## src/rtl/uart_pkg.sv

```systemverilog
// Shared definitions for the UART receive path: FSM encoding and bit-period math.
package uart_pkg;

  typedef enum logic [2:0] {
    IDLE      = 3'd0,
    START     = 3'd1,
    DATA      = 3'd2,
    STOP      = 3'd3,
    WAIT_IDLE = 3'd4
  } state_t;

  // Integer-truncated clock cycles per serial bit.
  function automatic int bit_cycles(input int clk, input int baud);
    return clk / baud;
  endfunction

endpackage

```

## src/rtl/sync_fifo.sv

```systemverilog
// Circular-buffer FIFO, head visible combinationally; a full FIFO accepts a push only alongside a pop.
// Pops on an empty FIFO are ignored; occupancy is counted separately from the pointers.
module sync_fifo #(
  parameter int WIDTH = 8,
  parameter int DEPTH = 8
) (
  input  logic                   clk,
  input  logic                   resetn,
  input  logic                   push,
  input  logic [WIDTH-1:0]       push_data,
  input  logic                   pop,
  output logic [WIDTH-1:0]       data,
  output logic                   valid,
  output logic                   full,
  output logic [$clog2(DEPTH):0] count
);

  localparam int AW = $clog2(DEPTH);

  logic [WIDTH-1:0] mem [DEPTH];
  logic [AW-1:0]    wr_ptr;
  logic [AW-1:0]    rd_ptr;
  logic             pop_ok;
  logic             push_ok;

  assign valid   = (count != '0);
  assign full    = (count == (AW+1)'(DEPTH));
  assign pop_ok  = pop & valid;
  // On a full FIFO the popped head slot is exactly the one being written.
  assign push_ok = push & (~full | pop_ok);
  assign data    = mem[rd_ptr];

  always_ff @(posedge clk or negedge resetn) begin
    if (!resetn) begin
      wr_ptr <= '0;
      rd_ptr <= '0;
      count  <= '0;
      for (int i = 0; i < DEPTH; i++) mem[i] <= '0;
    end else begin
      if (push_ok) begin
        mem[wr_ptr] <= push_data;
        wr_ptr      <= wr_ptr + 1'b1;
      end
      if (pop_ok) rd_ptr <= rd_ptr + 1'b1;
      case ({push_ok, pop_ok})
        2'b10:   count <= count + 1'b1;
        2'b01:   count <= count - 1'b1;
        default: count <= count;
      endcase
    end
  end

endmodule

```

## src/rtl/uart_receiver_fifo.sv

```systemverilog
// 8N1 UART receiver feeding a pop-side valid/ready FIFO; o_valid rises 1 cycle after the stop sample.
// Bytes arriving while the FIFO is full (and not popped that cycle) are dropped and flagged as overrun.
module uart_receiver_fifo
  import uart_pkg::*;
#(
  parameter int CLK_FREQ_HZ = 25000000,
  parameter int BAUD_RATE   = 115200,
  parameter int FIFO_DEPTH  = 8
) (
  input  logic                        clk,
  input  logic                        resetn,
  input  logic                        i_rx,
  output logic [7:0]                  o_data,
  output logic                        o_valid,
  input  logic                        i_ready,
  output logic [$clog2(FIFO_DEPTH):0] o_count,
  output logic                        o_overrun,
  output logic                        o_frame_err,
  input  logic                        i_clear_err,
  output logic                        o_busy
);

  localparam int BIT_CYC = bit_cycles(CLK_FREQ_HZ, BAUD_RATE);
  localparam int CNT_W   = $clog2(BIT_CYC + 1);
  localparam logic [CNT_W-1:0] FULL_LOAD = CNT_W'(BIT_CYC - 1);
  localparam logic [CNT_W-1:0] HALF_LOAD = CNT_W'(BIT_CYC / 2 - 1);

  state_t           state;
  logic             rx_meta;
  logic             rx_s;
  logic             rx_d;
  logic [CNT_W-1:0] baud_cnt;
  logic [2:0]       bit_idx;
  logic [7:0]       shreg;
  logic             push;
  logic [7:0]       push_data;
  logic             fifo_full;
  logic             fall;
  logic             sample;
  logic             pop_ok;

  // Flops preset to 1 so the line reads idle straight out of reset.
  always_ff @(posedge clk or negedge resetn) begin
    if (!resetn) begin
      rx_meta <= 1'b1;
      rx_s    <= 1'b1;
      rx_d    <= 1'b1;
    end else begin
      rx_meta <= i_rx;
      rx_s    <= rx_meta;
      rx_d    <= rx_s;
    end
  end

  assign fall   = rx_d & ~rx_s;
  assign sample = (baud_cnt == '0);
  assign o_busy = (state != IDLE);
  assign pop_ok = i_ready & o_valid;

  always_ff @(posedge clk or negedge resetn) begin
    if (!resetn) begin
      state       <= IDLE;
      baud_cnt    <= '0;
      bit_idx     <= '0;
      shreg       <= '0;
      push        <= 1'b0;
      push_data   <= '0;
      o_frame_err <= 1'b0;
    end else begin
      push     <= 1'b0;
      baud_cnt <= baud_cnt - 1'b1;
      if (i_clear_err) o_frame_err <= 1'b0;
      case (state)
        IDLE: begin
          if (fall) begin
            baud_cnt <= HALF_LOAD;
            state    <= START;
          end
        end
        START: begin
          if (sample) begin
            if (!rx_s) begin
              baud_cnt <= FULL_LOAD;
              bit_idx  <= '0;
              state    <= DATA;
            end else begin
              state <= IDLE;
            end
          end
        end
        DATA: begin
          if (sample) begin
            shreg    <= {rx_s, shreg[7:1]};
            baud_cnt <= FULL_LOAD;
            bit_idx  <= bit_idx + 1'b1;
            if (bit_idx == 3'd7) state <= STOP;
          end
        end
        STOP: begin
          if (sample) begin
            if (rx_s) begin
              push      <= 1'b1;
              push_data <= shreg;
              state     <= IDLE;
            end else begin
              // Placed after the clear so a same-cycle set wins.
              o_frame_err <= 1'b1;
              state       <= WAIT_IDLE;
            end
          end
        end
        WAIT_IDLE: begin
          if (rx_s) state <= IDLE;
        end
        default: state <= IDLE;
      endcase
    end
  end

  always_ff @(posedge clk or negedge resetn) begin
    if (!resetn) begin
      o_overrun <= 1'b0;
    end else if (push & fifo_full & ~pop_ok) begin
      o_overrun <= 1'b1;
    end else if (i_clear_err) begin
      o_overrun <= 1'b0;
    end
  end

  sync_fifo #(
    .WIDTH (8),
    .DEPTH (FIFO_DEPTH)
  ) u_fifo (
    .clk       (clk),
    .resetn    (resetn),
    .push      (push),
    .push_data (push_data),
    .pop       (i_ready),
    .data      (o_data),
    .valid     (o_valid),
    .full      (fifo_full),
    .count     (o_count)
  );

endmodule

```

## config.mk

```make
export PLATFORM = sky130hd
export DESIGN_NAME = uart_receiver_fifo
export DESIGN_NICKNAME = d
export VERILOG_FILES = /design/src/rtl/uart_pkg.sv /design/src/rtl/sync_fifo.sv /design/src/rtl/uart_receiver_fifo.sv
export SDC_FILE = /design/constraint.sdc
export NUM_CORES = 1
export LEC_CHECK = 0
export ABC_AREA = 0
export CAP_MARGIN = 25
export CORE_MARGIN = 1
export CORE_UTILIZATION = 60
export CTS_BUF_LIST = sky130_fd_sc_hd__clkbuf_4 sky130_fd_sc_hd__clkbuf_8 sky130_fd_sc_hd__clkbuf_16
export CTS_CLUSTER_DIAMETER = 60
export DETAILED_ROUTE_END_ITERATION = 8
export PLACE_DENSITY = 0.79
export RECOVER_POWER = 100
export SYNTH_ARGS = -nofsm -noshare
export SYNTH_HDL_FRONTEND = slang
export SYNTH_SLANG_ARGS = --single-unit
```

## constraint.sdc

```tcl
create_clock -name clk -period 3.7 [get_ports clk]
set_input_delay 0.74 -clock clk [delete_from_list [all_inputs] [get_ports clk]]
set_output_delay 0.74 -clock clk [all_outputs]
set_load 0.01 [all_outputs]
```

======== Yosys cells after proc, flatten, opt, wreduce, memory -nomap -nowiden ========
Index checks and enable logic that the tools add are counted.
W data, S select, Z words.
word-level totals
  bits in registers ....................... 110
  bits of input ports ..................... 5
  output and inout bits ................... 16
  logic and storage cells ................. 103
operators by class
  add/subtract/negate cells ............... 6
  magnitude comparators ................... 3
  equality and inequality tests ........... 15
  muxes and demuxes ....................... 34
  bitwise operators ....................... 11
  reduce and logical (&&, ||, !) cells .... 12
operators with widths
  cell                   count
  $bwmux W64             1
  $mux W8                7
  $mux W3                10
  $bmux W8 S3            1
  $demux W8 S3           1
  $pmux W8 S3            1
  $pmux W3 S5            1
  $ne A2 B2 Y1 const B   7
  $add A3 B1 Y3 const B  3
  $mux W1                9
  $ge A4 B4 Y1 const B   2
  $logic_not A8 Y1       1
  $not A3 Y4             2
  $pmux W4 S2            1
  $sub A8 B1 Y8 const B  1
  $eq A3 B2 Y1 const B   2
  $eq A3 B3 Y1 const B   2
  $pmux W3 S2            1
  $reduce_and A6 Y1      1
  $reduce_bool A2 Y1     3
  $and A1 B1 Y1          5
  $add A4 B1 Y4 const B  1
  $eq A4 B4 Y1 const B   1
  $lt A4 B1 Y1 const B   1
  14 further kinds       16

======== Longest topological paths before layout ========
  depth in word-level cells ............... 6
  mapped depth ............................ 9
  depth with buffers taken out ............ 8

======== Modules after synthesis ========
A second synthesis with hierarchy kept.
unflattened totals
  cells, all modules ...................... 360
  area, all modules ....................... 5,255.0 µm²
modules (own cells, without submodules)
  module              times used  cells each  area an instance (µm²)  seq. area each (µm²)
  sync_fifo           1           227         3,618.5                 1,851.8
  uart_receiver_fifo  1           133         1,636.6                 904.6

======== Worst setup path before layout ========
Ideal clock, no wire load.
  path kind ............................... register to register
  start ................................... register u_fifo.count[0]
  end ..................................... register u_fifo.count[3]
  library setup time ...................... 134 ps
  arrival ................................. 2,731 ps
  data required time ...................... 3,566 ps
  slack ................................... 835 ps
  stages on the path, launching flop included .. 10
  buffers on the path ..................... 1
  period minus slack after synthesis ...... 2,865 ps
  path through ............................ dfrtp_1 > or3_1 > buf_6 > o21ai_1 > inv_1 > ha_1 > ha_1 > or4b_2 > o311ai_0 > o211ai_1
between the ends
  cells in the longest elaborated chain, start to end .. 6
  elaborated cells between the ends (all ways) .. 12
  classes of those cells .................. 2 x add/sub; 3 x eq/ne; 1 x mux; 4 x bitwise; 2 x reduce/logical
RTL lines
  element                                                    line                              source
  from (decl)                                                sync_fifo.sv:15                   output logic [$clog2(DEPTH):0] count
  from (signal assigned)                                     sync_fifo.sv:46                   2'b10: count <= count + 1'b1;
  from (signal assigned)                                     sync_fifo.sv:47                   2'b01: count <= count - 1'b1;
  from (signal assigned)                                     sync_fifo.sv:48                   default: count <= count;
  $reduce_bool A4 Y1 / $eq A4 B4 Y1 (equally long branches)  sync_fifo.sv:26, sync_fifo.sv:27
  $and A1 B1 Y1 / $not A1 Y1 (equally long branches)         sync_fifo.sv:28, sync_fifo.sv:30
  $or A1 B1 Y1                                               sync_fifo.sv:30                   assign push_ok = push & (~full | pop_ok);
  $and A1 B1 Y1                                              sync_fifo.sv:30
  $eq A2 B1 Y1 / $eq A2 B2 Y1 (equally long branches)        sync_fifo.sv:45                   case ({push_ok, pop_ok})
  $pmux W4 S2 / $reduce_bool A2 Y1 (equally long branches)   n/a
Several ways; a longest one is shown, not always the timed one.
A chain may end at the register's enable or synchronous reset.

======== Final worst setup path ========
  start ................................... register u_fifo.rd_ptr[1]
  end ..................................... output port o_data[0]
between the ends
  cells in the longest elaborated chain, start to end .. 4
RTL lines
  element                                      line                      source
  from (decl)                                  sync_fifo.sv:22           logic [AW-1:0] rd_ptr;
  from (signal assigned)                       sync_fifo.sv:44           if (pop_ok) rd_ptr <= rd_ptr + 1'b1;
  $not A3 Y4 (not written as such)             sync_fifo.sv:31           assign data = mem[rd_ptr];
  $bmux W8 S3                                  sync_fifo.sv:31
  $mux W8 (not written as such) (2 in series)  sync_fifo.sv:31
  to (decl)                                    uart_receiver_fifo.sv:13  output logic [7:0] o_data,
No other way between the ends. The select of a mux whose other input is x is not followed.

==> results.md <==
- Count of buffers from port buffering: 20
- Cts bufs inserted: 9
- Htree depth: 3
- CP Launch Type: flip-flop
- Sequential element share of the synthesized area: 0.533
- Sequential Power Share: 0.534
- Deepest clock path buffer count: 2
- Slew @ Worst Pin: 2.56 ns
- Final Non-Filler Cells: 481
- Post-Syn Area: 5170 µm²
- DR vias/cell: 6.22
- Iter 0 DRT Violations: 83
- WP data required: 2.96 ns
- Combinational power share: 0.220
- Via count: 2991
- Clock sink count: 110
- First-pass GRT wire length: 15700 µm
- Flop and latch count out of synthesis: 110
- Syn avg cell area: 14.7 µm²
- GR Util met2: 0.378
- Max Cap Violations: 3
- GR peak layer: met2
- Grt total ovfl: 0
- Clock Power Share: 0.246
- CTS tree: built
- Pleak: 2.65 nW
- Global-route usage over all layers: 0.237
- Power Density: 499 nW/µm²
- Status: finished with violations
- Placed Cells: 465
- DP HPWL: 6040 µm
- Root buffer cell: clkbuf_8
- Post-DP Area: 5460 µm²
- Crit path time final: 3.33 ns
- Cells after Synth: 352
- Worst-path cell chain: mux4_2 -> mux2_2 -> dlygate4sd3_1
- Total Wirelength: 9370 µm
- Hold buffers post-CTS: 0
- Final TNS setup: 0 ns
- Worst slew margin: -0.707
- Kind of critical path: flip-flop to output port
- FMAX: 0.301 GHz
- DRC viols: 0
- Die footprint: 8990 µm²
- Core ar.: 8260 µm²
- Most used DFF post-synth: dfrtp_1
- Largest net degree at the start of global routing: 64
- Slowest cell on crit path: dfrtp_1
- Final ANT Viol Nets: 0
- Power Total: 2.76 mW
- Post-route clock skew: 0.00591 ns
- Async SR Flop Fraction: 1.00
- Io pins: 21
- Finished Core Util: 0.671
- Share of cells above drive strength 1: 0.351
- # setup viols final: 0
- Final period util: 0.899
- Post-cts sizing count: 0
- Arrival time at the worst endpoint: 2.59 ns
- Worst min-delay path class: flip-flop to flip-flop
- Vias in the first global route: 3116
- Sw Ratio: 0.324
- Mapped Nets: 366
- Maximum VDD drop: 0.294 mV
- Rows: 33
- Critical Path Max Stage Delay: 0.91 ns
- Starting density of the core: 0.626
- Clk_lat worst skew: 0.37 ns
- Nets: 385
- Violated checks: max-capacitance violations, max-slew violations
- Fin. Hold Viols: 0
- Ys Warns: 0
- Unrepaired setup endpoints after global routing: false
- Post-synth EDFFs: 0
- CP Max Fanout: 18
- DR pass1 iterations: 4
- M1 GR Usage: 0.328
- CTS clk-pin slew, worst paths: 0.10 ns
- Height of the chip: 94.8 µm
- DR WL/cell: 19.5 µm
- Pint: 1.87 mW
- Post-route cell area: 5540 µm²
- Initial antenna violation count: 0
- CP Capture Type: output port
- Die X: 94.8 µm
- Ant. Diodes: 0
- Final slew viol count: 66
- CP bufs+invs: 1
- Area grow syn2layout: 7.16%
- Met3 Resource Use GR: 0.0628
- Netlist cell types: 58
- Gp weighted congestion: 0.783
- CP delay by family, top: flip-flops
- Setup bufs post-CTS: 0
- Switch Pwr: 0.895 mW
==> layer usage <==
layer,vias to the layer above,wire [µm]
li1,1356,-
met1,1589,4430
met2,39,4620
met3,7,236
met4,0,82
met5,-,0
==> through the flow <==
step	hold slack, ns	worst slack [ns]
floorplan	0.345	0.835
global placement	0.346	0.481
detailed placement	0.347	0.396
CTS	0.363	0.460
global route	0.371	0.236
finish	0.366	0.375
==> layout make-up <==
type / instances / area [µm²]
sequential: 110 / 2760
fill: 614 / 2720
multi-input combinational: 213 / 2190
timing repair buffer: 23 / 225
clock buffer: 11 / 139
tap: 105 / 131
inverter: 14 / 52.6
clock inverter: 5 / 46.3
==> final timing paths <==
path                                  start          endpoint  slack [ns]  cells past startpoint
min reg2reg                         rx_meta              rx_s        0.37                      0
min in group asynchronous            resetn  u_fifo.wr_ptr[0]        1.16                      1
max in group asynchronous            resetn    u_fifo.mem[37]        1.09                      1
max reg2reg                 u_fifo.count[0]   u_fifo.count[3]        0.52                      7
min                                 rx_meta              rx_s        0.37                      0
max                        u_fifo.rd_ptr[1]         o_data[0]        0.37                      3
==> sequential cells by signal (all words and copies together) (netlist names) <==
name	cells
o_frame_err	1
o_overrun	1
baud_cnt	8
u_fifo.rd_ptr	3
rx_meta	1
u_fifo.mem	64
shreg	8
u_fifo.count	4
push	1
bit_idx	3
u_fifo.wr_ptr	3
rx_s	1
push_data	8
rx_d	1
state	3
==> layout by cell type, fill, tap and decap left out, drive strengths merged, types with 4 or more instances in the layout <==
master,n
mux2,91
o211ai,5
nor3b,5
inv,15
mux4,16
or3,4
clkbuf,13
ha,8
nand3,7
clkinv,4
nor3,4
a21oi,9
o21ai,8
dlygate4sd3,17
xnor2,7
dfrtp,107
==> power groups by stage <==
| stage | registers [mW] | clock network (mW) | logic (mW) |
|---|---|---|---|
| floorplan | 1.42 | 0 | 0.540 |
| global placement | 1.51 | 0 | 0.635 |
| detailed placement | 1.51 | 0 | 0.654 |
| CTS | 1.49 | 0.700 | 0.657 |
| global route | 1.50 | 0.747 | 0.679 |
| finish | 1.48 | 0.680 | 0.607 |
==> cells by family after synthesis <==
logic type / share of synthesized area
and+or+nand+nor: 0.0673
xor gates and xnor gates: 0.0136
adders and majority gates: 0.0232
AOI/OAI and AO/OA: 0.0673
DFF: 0.533
buffers and inverters: 0.0237
muxes: 0.272
==> synth_stat cells (all sizes together) (2+ instances only) <==
cell type    n  area share
mux4        16       0.070
or4b         2      0.0039
nand3        7      0.0077
nand2b       3      0.0036
o2bb2ai      2      0.0034
mux2        91        0.20
ha           8       0.019
a31oi        2      0.0024
nand4        2      0.0024
buf          8      0.0085
nor2         3      0.0022
mux2i        2      0.0039
a21oi        9       0.012
and4bb       2      0.0048
or3          4      0.0048
a41o         3      0.0058
dfstp        3       0.015
nor3b        5      0.0073
nor3         4      0.0048
clkbuf       7      0.0051
nand4b       3      0.0051
nor2b        3      0.0036
xnor2        7       0.012
nor4         2      0.0036
inv         14       0.010
or2          2      0.0024
o2111ai      3       0.012
dfrtp      107        0.52
o211ai       5      0.0073
o21ai        8       0.013
Power figures use the tool's default switching activity.
